**src/rtl/wfid_free_list.sv**
```systemverilog
// Circular free list of wavefront IDs. Allocation pops entry[head] into a registered
// grant; release pushes an ID at the tail. Both pointers wrap from NUM_WF-1 to 0.
module wfid_free_list #(
  parameter int unsigned NUM_WF = 40,
  parameter int unsigned ID_W   = 6
) (
  input  logic            clk,
  input  logic            rst,
  input  logic            alloc_req,
  input  logic            release_valid,
  input  logic [ID_W-1:0] release_wfid,
  output logic            alloc_ack,
  output logic [ID_W-1:0] alloc_wfid,
  output logic [ID_W-1:0] free_count,
  output logic            empty,
  output logic            full,
  output logic            err
);

  localparam logic [ID_W-1:0] LastIdx  = ID_W'(NUM_WF - 1);
  localparam logic [ID_W-1:0] MaxCount = ID_W'(NUM_WF);

  logic [ID_W-1:0] entry_q [NUM_WF];

  logic [ID_W-1:0] head_q, head_d;
  logic [ID_W-1:0] tail_q, tail_d;
  logic [ID_W-1:0] count_q, count_d;
  logic            ack_q, ack_d;
  logic [ID_W-1:0] wfid_q, wfid_d;
  logic            err_q, err_d;

  logic grant;
  logic rel_legal;
  logic rel_illegal;

  function automatic logic [ID_W-1:0] next_ptr(input logic [ID_W-1:0] ptr);
    return (ptr == LastIdx) ? '0 : ptr + 1'b1;
  endfunction

  always_comb begin
    grant       = alloc_req && (count_q != '0);
    // A full list can still accept a release when a grant frees a slot in the same cycle.
    rel_legal   = release_valid && (release_wfid < MaxCount) &&
                  ((count_q != MaxCount) || grant);
    rel_illegal = release_valid && !rel_legal;
  end

  always_comb begin
    head_d  = head_q;
    tail_d  = tail_q;
    count_d = count_q;
    ack_d   = 1'b0;
    wfid_d  = wfid_q;
    err_d   = err_q | rel_illegal;

    if (grant) begin
      ack_d  = 1'b1;
      wfid_d = entry_q[head_q];
      head_d = next_ptr(head_q);
    end

    if (rel_legal) begin
      tail_d = next_ptr(tail_q);
    end

    unique case ({rel_legal, grant})
      2'b10:   count_d = count_q + 1'b1;
      2'b01:   count_d = count_q - 1'b1;
      default: count_d = count_q;
    endcase
  end

  always_ff @(posedge clk) begin
    if (!rst) begin
      head_q  <= '0;
      tail_q  <= '0;
      count_q <= MaxCount;
      ack_q   <= 1'b0;
      wfid_q  <= '0;
      err_q   <= 1'b0;
    end else begin
      head_q  <= head_d;
      tail_q  <= tail_d;
      count_q <= count_d;
      ack_q   <= ack_d;
      wfid_q  <= wfid_d;
      err_q   <= err_d;
    end
  end

  // Storage write uses the pre-edge head read above, so alloc+release at head==tail
  // grants the old entry.
  always_ff @(posedge clk) begin
    if (!rst) begin
      for (int i = 0; i < NUM_WF; i++) begin
        entry_q[i] <= ID_W'(i);
      end
    end else if (rel_legal) begin
      entry_q[tail_q] <= release_wfid;
    end
  end

  assign alloc_ack  = ack_q;
  assign alloc_wfid = wfid_q;
  assign free_count = count_q;
  assign empty      = (count_q == '0);
  assign full       = (count_q == MaxCount);
  assign err        = err_q;

endmodule
```
**config.mk**
```make
export PLATFORM = sky130hd
export DESIGN_NAME = wfid_free_list
export DESIGN_NICKNAME = d
export VERILOG_FILES = /design/src/rtl/wfid_free_list.sv
export SDC_FILE = /design/constraint.sdc
export NUM_CORES = 1
export LEC_CHECK = 0
export BUFFER_PORTS_ARGS = -buffer_cell sky130_fd_sc_hd__buf_2
export CORE_MARGIN = 10
export CORE_UTILIZATION = 35
export CTS_BUF_LIST = sky130_fd_sc_hd__clkbuf_4 sky130_fd_sc_hd__clkbuf_8
export CTS_CLUSTER_SIZE = 40
export DETAILED_ROUTE_END_ITERATION = 8
export GPL_ROUTABILITY_DRIVEN = 0
export PLACE_DENSITY_LB_ADDON = 0.12
export SETUP_SLACK_MARGIN = 0.4
export SLEW_MARGIN = 10
export SYNTH_ARGS = -nofsm -noshare
export SYNTH_HDL_FRONTEND = slang
export SYNTH_SLANG_ARGS = --single-unit
```
**constraint.sdc**
```tcl
create_clock -name clk -period 2.5 [get_ports clk]
set_input_delay 0.25 -clock clk [delete_from_list [all_inputs] [get_ports clk]]
set_output_delay 0.25 -clock clk [all_outputs]
set_load 0.03 [all_outputs]
```
After elaboration in Yosys (flattened, before gate mapping)

Memory sizes are Yosys's and may differ from the RTL's. A register that Yosys moved wholly into a read port is not among the register bits.
Index checks and enable logic that the tools add are counted.

Register bits: 20
RAM bits: 240
Word-level logic and storage cells: 40
Memories: 1

Add/subtract/negate cells: 4
$lt $le $gt $ge: 1
Equality and inequality tests: 6
Multiplexer cells: 11
Bitwise operators: 1
Reductions and logical operators: 11

Memories:

| name    | words | bits a word | read ports | clocked after memory_dff | wr ports | RTL line | source |
|---|---|---|---|---|---|---|---|
| entry_q | 40    | 6           | 1          | 1                        | 40       | 23       | `logic [ID_W-1:0] entry_q [NUM_WF];` |

Operators by type and width:

| kind                                                                   | count |
|---|---|
| 6-bit two-way mux                                                      | 4 |
| 6-bit by 1-bit adder with 6-bit output (second input constant)         | 3 |
| 6-bit equality test (second input constant)                            | 3 |
| 6-bit one-hot mux with 2 select lines                                  | 1 |
| 6-bit logical NOT                                                      | 1 |
| 6-bit < comparator (second input constant)                             | 1 |
| 1-bit two-way mux                                                      | 6 |
| 6-bit != test (second input constant)                                  | 1 |
| 6-bit nonzero test                                                     | 1 |
| 6-bit OR reduction                                                     | 1 |
| 6-bit by 1-bit subtractor with 6-bit output (second input constant)    | 1 |
| 1-bit logical AND                                                      | 4 |
| 2-bit by 1-bit equality test with 1-bit output (second input constant) | 1 |
| 2-bit equality test (second input constant)                            | 1 |
| 1-bit logical NOT                                                      | 2 |
| 2-bit nonzero test                                                     | 1 |
| 1-bit logical OR                                                       | 1 |
| 1-bit bitwise OR                                                       | 1 |

Depth between registers and ports, before layout

Gate-level depths: netlist of the first run.

Word-level depth: 9
Depth in mapped cells: 11

Least setup slack after synthesis of the first run

No wires, ideal clock.

Path kind: reg2reg
Start point: reg count_q[0] (netlist: free_count[0])
End point: mem entry_q[0][0] (enable)
Library setup time: 0.328 ns
Data arrival time: 2.493 ns
Required time: 2.172 ns
Slack: -0.321 ns
Stages on the path, launching flop included: 7
Path buffers: 1
Clock period less this slack: 2.821 ns
Cell sequence: dfxtp_1 or4_4 nor2_1 a21oi_2 nand4b_1 buf_2 o21ai_0

RTL lines:

| what                     | RTL line | source |
|---|---|---|
| start: declaration       | 27       | `logic [ID_W-1:0] count_q, count_d;` |
| start signal: assignment | 77       | `count_q <= MaxCount;` |
| start signal: assignment | 84       | `count_q <= count_d;` |
| end: declaration         | 23       |  |

==> metrics, run 1 <==
Mapped Nets=roughly 1.2k; Placeable Area=0.0516 mm^2; type of the tightest min-delay check=in -> reg; clk buf depth=3; initial DRC count=850; largest net degree at the start of global routing=65; status=completed; # rows=83; hpwl dp=32900 um; Clock transition at path regs=60 ps; DRT antenna net count=0; Starting Density=35.5%; routed len/inst=between 20 and 25 um; clk_lat worst skew=640 ps; IO Count=26; WP data required=2900 ps; Die ar.=approximately 0.062 mm^2; grt total ovfl=0; NetSw=between 3000 and 4000 uW; CP Launch Type=flop; Area contributors post-synth=edfxtp_1, mux4_2, and2_1; max-cap check violation count=0; Post-Syn Area=0.0183 mm^2; area leader, netlist=edfxtp_1; fin. max-slew vios=0; Die X-Extent=249 um; IO buf count=25; clock period minus worst slack=~2500 ps; pwr/cell area=681 mW/mm^2; kind of critical path=reg -> reg; CTS sink count=410; critical path fanouts, max=12; clk_skew=around 39 ps; part of the power in registers=just under 50%; Synth Flop Type=edfxtp_1; Tcrit/Tclk final=99.4%; root buf cell=clkbuf_8; initial antenna violation count=2; Yosys reg bits=410; total track usage=16.6%; final WL=between 50000 and 60000 um; hold path startpoint=rst; Yosys warning count=0; count of final setup violators=0; Critical Path Source=free_count[1]$_SDFFE_PN0P_; total power=15700 uW; routed vias=11.3k; Least-Margin Pin Slew=814 ps; register area share after synthesis=roughly 66%; Clock Power Share=37.4%; VDD IR max=0.000341 V; TritonCTS Buffers=71; Reg-to-Reg Start=free_count[1]$_SDFFE_PN0P_; TritonRoute pass-1 iters=5; Crit. End Element=flop; cells after synthesis=1206; Synth async-reset ratio=0%; CTS tree=yes; EDFF count, synth=384; number of global-route vias before repair=11.4k; unrepaired setup endpoints after global routing=yes; WP data arrival=between 2000 and 3000 ps; Gate power share=13.1%; Area Overhead vs Synth=25.6%; leakage=0.00781 uW; share of the synthesized area in the top cell type=62.9%; final instance area=around 0.023 mm^2; placed inst area=0.0206 mm^2; most frequent cells in the layout=edfxtp_1, buf_4, and2_1; Post-layout nets=1476; Fmax achieved=402 MHz; fillcell total=4566; H-tree Lvls=3; Rel. slew slack=45.7%; internal power=11800 uW; global-route wire length before repair=78000 um; layout cells sized above 1=37.1%; DRC Markers=0; Synth cell types=58; Fin. Hold Viols=0; Vias/cell=5.16; die height=approximately 250 um; Net Sw Frac=between 20% and 30%; Mean Syn Cell Area=15.2 um^2; commonest non-fill, non-tap cell in the layout=edfxtp_1
-- state kept, by name, indices dropped and copies added (netlist names) --
register	count
entry_q	384
alloc_wfid	6
free_count	6
head_q	6
tail_q	6
alloc_ack	1
err	1
-- metal layers --
metal	vias up	global-route usage [%]	share of wire, %
li1	5128	-	-
met1	5853	23.2	46
met2	245	26.1	48
met3	74	2.74	4.2
met4	0	5.19	1.9
met5	-	0	0
-- power by group through the flow --
stage               combinational (uW)  clock [uW]  sequential [uW]
finish                            2060        5860             7760
detailed placement                1720           0             7920
CTS                               1950        6020             7760
global route                      2170        6360             7770
global placement                  1730           0             7920
floorplan                          902           0             7920
-- critical path: stages, from the launching register on --
cell and delay, ps:
dfxtp_4 330, or4_4 520, buf_4 160, o31ai_4 200, a21oi_2 110, buf_12 150
nand4b_1 210, buf_4 200, clkbuf_16 150, nor2_1 40, buf_4 190
-- area by class of cell --
cell class	count	area (um^2)	area share, %
sequential	410	12100	52.5
multi-input combinational	684	6030	26.2
timing repair buffer	285	2710	11.8
clock buffer	98	1200	5.21
tap	680	851	3.70
clock inverter	25	116	0.506
inverter	7	28.8	0.125
antenna	1	2.50	0.0109
-- cell families (layout without fill, tap and decap cells) --
group           after synthesis  in the layout  synth area share [%]
simple gates                426            426                  13.1
compound gates              108            108                  3.65
flops                       410            410                  65.8
other cells                   0              1                     0
buf+inv                     112            415                  2.77
fa+ha+maj                     7              7                 0.519
mux                         130            130                  13.6
xor+xnor                     13             13                 0.621
-- per-stage QoR --
stage | setup TNS [ps] | worst slack [ps] | std cells | hold slack, ps | util [%]
global route | -604 | -65.9 | 2190 | 112 | 44.6
floorplan | -690 | -79.3 | 1206 | 349 | -
global placement | -76.6 | -76.6 | 2003 | 470 | 39.9
detailed placement | -31.0 | -31.0 | 2003 | 469 | 39.9
finish | 0 | 13.8 | 2190 | 135 | 44.6
CTS | 0 | 41.2 | 2159 | 85.5 | 43.5
-- worst paths after layout --
| kind | to | slack (ps) | cells after the start |
|---|---|---|---|
| worst max-delay path | entry_q[60][1]$_DFFE_PP_ | 10 | 10 |
| worst min-delay path | free_count[1]$_SDFFE_PN0P_ | 130 | 2 |
| worst max register to register | entry_q[60][1]$_DFFE_PP_ | 10 | 10 |
| worst min register to register | err$_SDFF_PN0_ | 470 | 1 |
-- Yosys cell counts (2+ instances only) --
cell         n
nand4b_1     2
o221ai_1     3
clkinv_1     3
o211ai_1     3
nor3_1       4
ha_1         6
a32oi_1      2
clkbuf_1    59
or2_2        2
mux2i_1     32
nand4_2      2
a21boi_0     2
o2111ai_1    2
nand3b_1     4
buf_4        7
nor2b_1     13
nor4_1       2
mux4_2      95
buf_1        6
nor2_1      85
nand2_1     40
a22oi_1      3
o21ai_0     55
o22ai_1      9
a21o_1       3
a2111oi_0    4
buf_2       29
buf_6        3
nand3_1     13
dfxtp_1     26
nand2b_1     3
mux2_2       3
inv_1        4
xor2_1       4
or3_1       95
edfxtp_1   384
nand4_1      7
a211oi_1     4
a21oi_1     10
xnor2_1      9
and2_1     146
a31oi_1      2
-- timing repair --
action | CTS | global route
buffers inserted | 28 | 27
endpoints found under the setup margin | 540 | 559
gates resized for setup | 53 | 74
pin swaps | 10 | 9
hold endpoints to repair | 1 | 0
cloned | 4 | 3
hold buffers | 1 | 0
Power figures use the tool's default switching activity.
==> run 2, diff against run 1 <==
--- a/config.mk
+++ b/config.mk
@@ -5,7 +5,7 @@
 export SDC_FILE = /design/constraint.sdc
 export NUM_CORES = 1
 export LEC_CHECK = 0
-export BUFFER_PORTS_ARGS = -buffer_cell sky130_fd_sc_hd__buf_2
+export BUFFER_PORTS_ARGS = -buffer_cell sky130_fd_sc_hd__buf_4
 export CORE_MARGIN = 10
 export CORE_UTILIZATION = 35
 export CTS_BUF_LIST = sky130_fd_sc_hd__clkbuf_4 sky130_fd_sc_hd__clkbuf_8
==> run 2 against run 1 <==
Setup slack better by 3.2 ps. Non-clock buffer count down 11. Power about the same. Largest power group unchanged. Cell area up 3.2%. Clock power about the same. First-iteration DRC count down 10%.
==> metrics, run 2 (same netlist as run 1, synthesis figures left out) <==
unrepaired setup endpoints after global routing=yes (unchanged); DRC Markers=0 (unchanged); multi-input logic area=0.00647 mm^2 (was 0.00603 mm^2); Fmax achieved=403 MHz (was 402 MHz); max-cap check violation count=0 (unchanged); pwr/cell area=660 mW/mm^2 (was 681 mW/mm^2); TritonRoute pass-1 iters=5 (unchanged); root buf cell=clkbuf_8 (unchanged); Rel. slew slack=31.4% (was 45.7%); DRT antenna net count=0 (unchanged); fin util=46.0% (was 44.6%); clk_skew=50.5 ps (was 38.5 ps); routed len/inst=25.3 um (was 24.2 um); CP max stage delay=530 ps (was 520 ps); IO buf count=25 (unchanged); CTS sink count=410 (unchanged); H-tree Lvls=3 (unchanged); setup slack, reg-to-reg=20 ps (was 10 ps); TritonCTS Buffers=72 (was 71); fillcell total=4521 (was 4566); Post-layout nets=1466 (was 1476); kind of critical path=reg -> reg (unchanged); VDD IR max=0.000272 V (was 0.000341 V); RR Endpoint=entry_q[34][4]$_SDFFCE_PN0P_ (was entry_q[60][1]$_DFFE_PP_); Tcrit/Tclk final=99.3% (was 99.4%); worst slack, placed=-92.8 ps (was -31.0 ps); WP data required=2880 ps (was 2900 ps); CP Cell Sequence=or4_4, buf_6, o31ai_4, a21oi_2, buf_6, buf_6, nand4b_4, buf_12, nor2_4, buf_6, and2_4 (was or4_4, buf_4, o31ai_4, a21oi_2, buf_12, nand4b_1, buf_4, clkbuf_16, nor2_1, buf_4); Vias/cell=5.24 (was 5.16); Reg-to-Reg Start=free_count[1]$_SDFFE_PN0P_ (unchanged); Placeable Area=0.0516 mm^2 (unchanged); largest net degree at the start of global routing=65 (unchanged); initial DRC count=763 (was 850); critical path fanouts, max=8 (was 12); CP Launch Type=flop (unchanged); Worst Hold Slack=37.2 ps (was 135 ps); Area Overhead vs Synth=29.6% (was 25.6%); max reg flops=384 (unchanged); most flop-heavy register=entry_q (unchanged); layout cells sized above 1=41.5% (was 37.1%); hold path cells=2 (unchanged); type of the tightest min-delay check=in -> reg (unchanged); Starting Density=35.5% (unchanged); routed vias=11.4k (was 11.3k); status=completed (unchanged); clock period minus worst slack=2480 ps (was 2490 ps); Clock transition at path regs=60 ps (about the same); die height=249 um (unchanged); initial antenna violation count=2 (unchanged); global-route wire length before repair=79200 um (was 78000 um); final WL=55100 um (was 53000 um); Critical Path Most Common Cell=buf_6 (was buf_4); Die ar.=0.0619 mm^2 (unchanged); # rows=83 (unchanged); leakage=0.00799 uW (was 0.00781 uW); Setup TNS=0 ps (unchanged); commonest non-fill, non-tap cell in the layout=edfxtp_1 (unchanged); total track usage=16.9% (was 16.6%); fin. max-slew vios=0 (unchanged); hold path endpoint=free_count[3]$_SDFFE_PN1P_ (was free_count[1]$_SDFFE_PN0P_); Fin. Hold Viols=0 (unchanged); total power=15700 uW (about the same); clk buf depth=3 (unchanged); grt total ovfl=0 (unchanged); count of final setup violators=0 (unchanged); number of global-route vias before repair=11.6k (was 11.4k); IO Count=26 (unchanged); Worst Reg-to-Reg Cells=11 (was 10); critical path's slowest cell=or4_4 (unchanged); Setup WS post-layout=17.1 ps (was 13.8 ps); Crit. End Element=flop (unchanged); most frequent cells in the layout=edfxtp_1, buf_4, and2_1 (unchanged); hpwl dp=31800 um (was 32900 um); Least-Margin Pin Slew=1030 ps (was 814 ps); flip-flop and latch area=0.0121 mm^2 (about the same); Die X-Extent=249 um (unchanged); clk_lat worst skew=640 ps (about the same); WP data arrival=2860 ps (was 2880 ps); hold path startpoint=rst (unchanged); CTS tree=yes (unchanged)
-- run 2: layout make-up --
type,count,share of cell area [%]
inverter,7,0.121
clock inverter,21,0.385
clock buffer,101,5.17
multi-input combinational,684,27.3
timing repair buffer,274,12.6
sequential,410,50.8
antenna,1,0.0105
tap,680,3.58
-- run 2: per-layer routing --
layer	global-route usage, %	up-vias	share of wire (%)
met5	0	-	0
met4	4.60	0	1.7
met3	2.88	66	5.0
met2	27.4	318	49
met1	23.1	5910	45
li1	-	5119	-
-- run 2: worst max-delay path: cells and delay by family (launching register included) --
family / cells / cell delay (ps)
flip-flops: 1 / 340
AND/OR/NAND/NOR: 4 / 860
AO/OA/AOI/OAI: 2 / 290
buffers and inverters: 5 / 720
-- run 2: stage by stage --
step,instance area [um^2],cells
floorplan,18300,1206
global placement,20400,1974
detailed placement,20400,1974
CTS,22800,2149
global route,23700,2178
finish,23700,2178
-- run 2: worst max path at each step --
stage	endpoint	slack (ps)	start	cells after the start
floorplan	free_count[5]$_SDFFE_PN1P_	-80	free_count[2]$_SDFFE_PN0P_	11
global placement	free_count[5]$_SDFFE_PN1P_	-80	free_count[2]$_SDFFE_PN0P_	11
detailed placement	free_count[4]$_SDFFE_PN0P_	-90	free_count[2]$_SDFFE_PN0P_	11
CTS	free_count[5]$_SDFFE_PN1P_	-4	free_count[1]$_SDFFE_PN0P_	11
global route	entry_q[12][0]$_SDFFCE_PN0P_	-100	free_count[1]$_SDFFE_PN0P_	10
finish	entry_q[34][4]$_SDFFCE_PN0P_	20	free_count[1]$_SDFFE_PN0P_	11
-- run 2: timing repair --
item,in CTS,in global routing
hold buffers,1,0
resized for setup,115,166
setup buffers,46,21
setup endpoints to repair,582,644
endpoints found under the hold margin,2,0
pin swaps,28,27
cloned,6,7
-- run 2: power breakdown --
group	internal, uW	switching [uW]	total (uW)
registers	7660	100	7760
logic	993	1060	2050
clock network	3140	2720	5860
total	11800	3880	15700
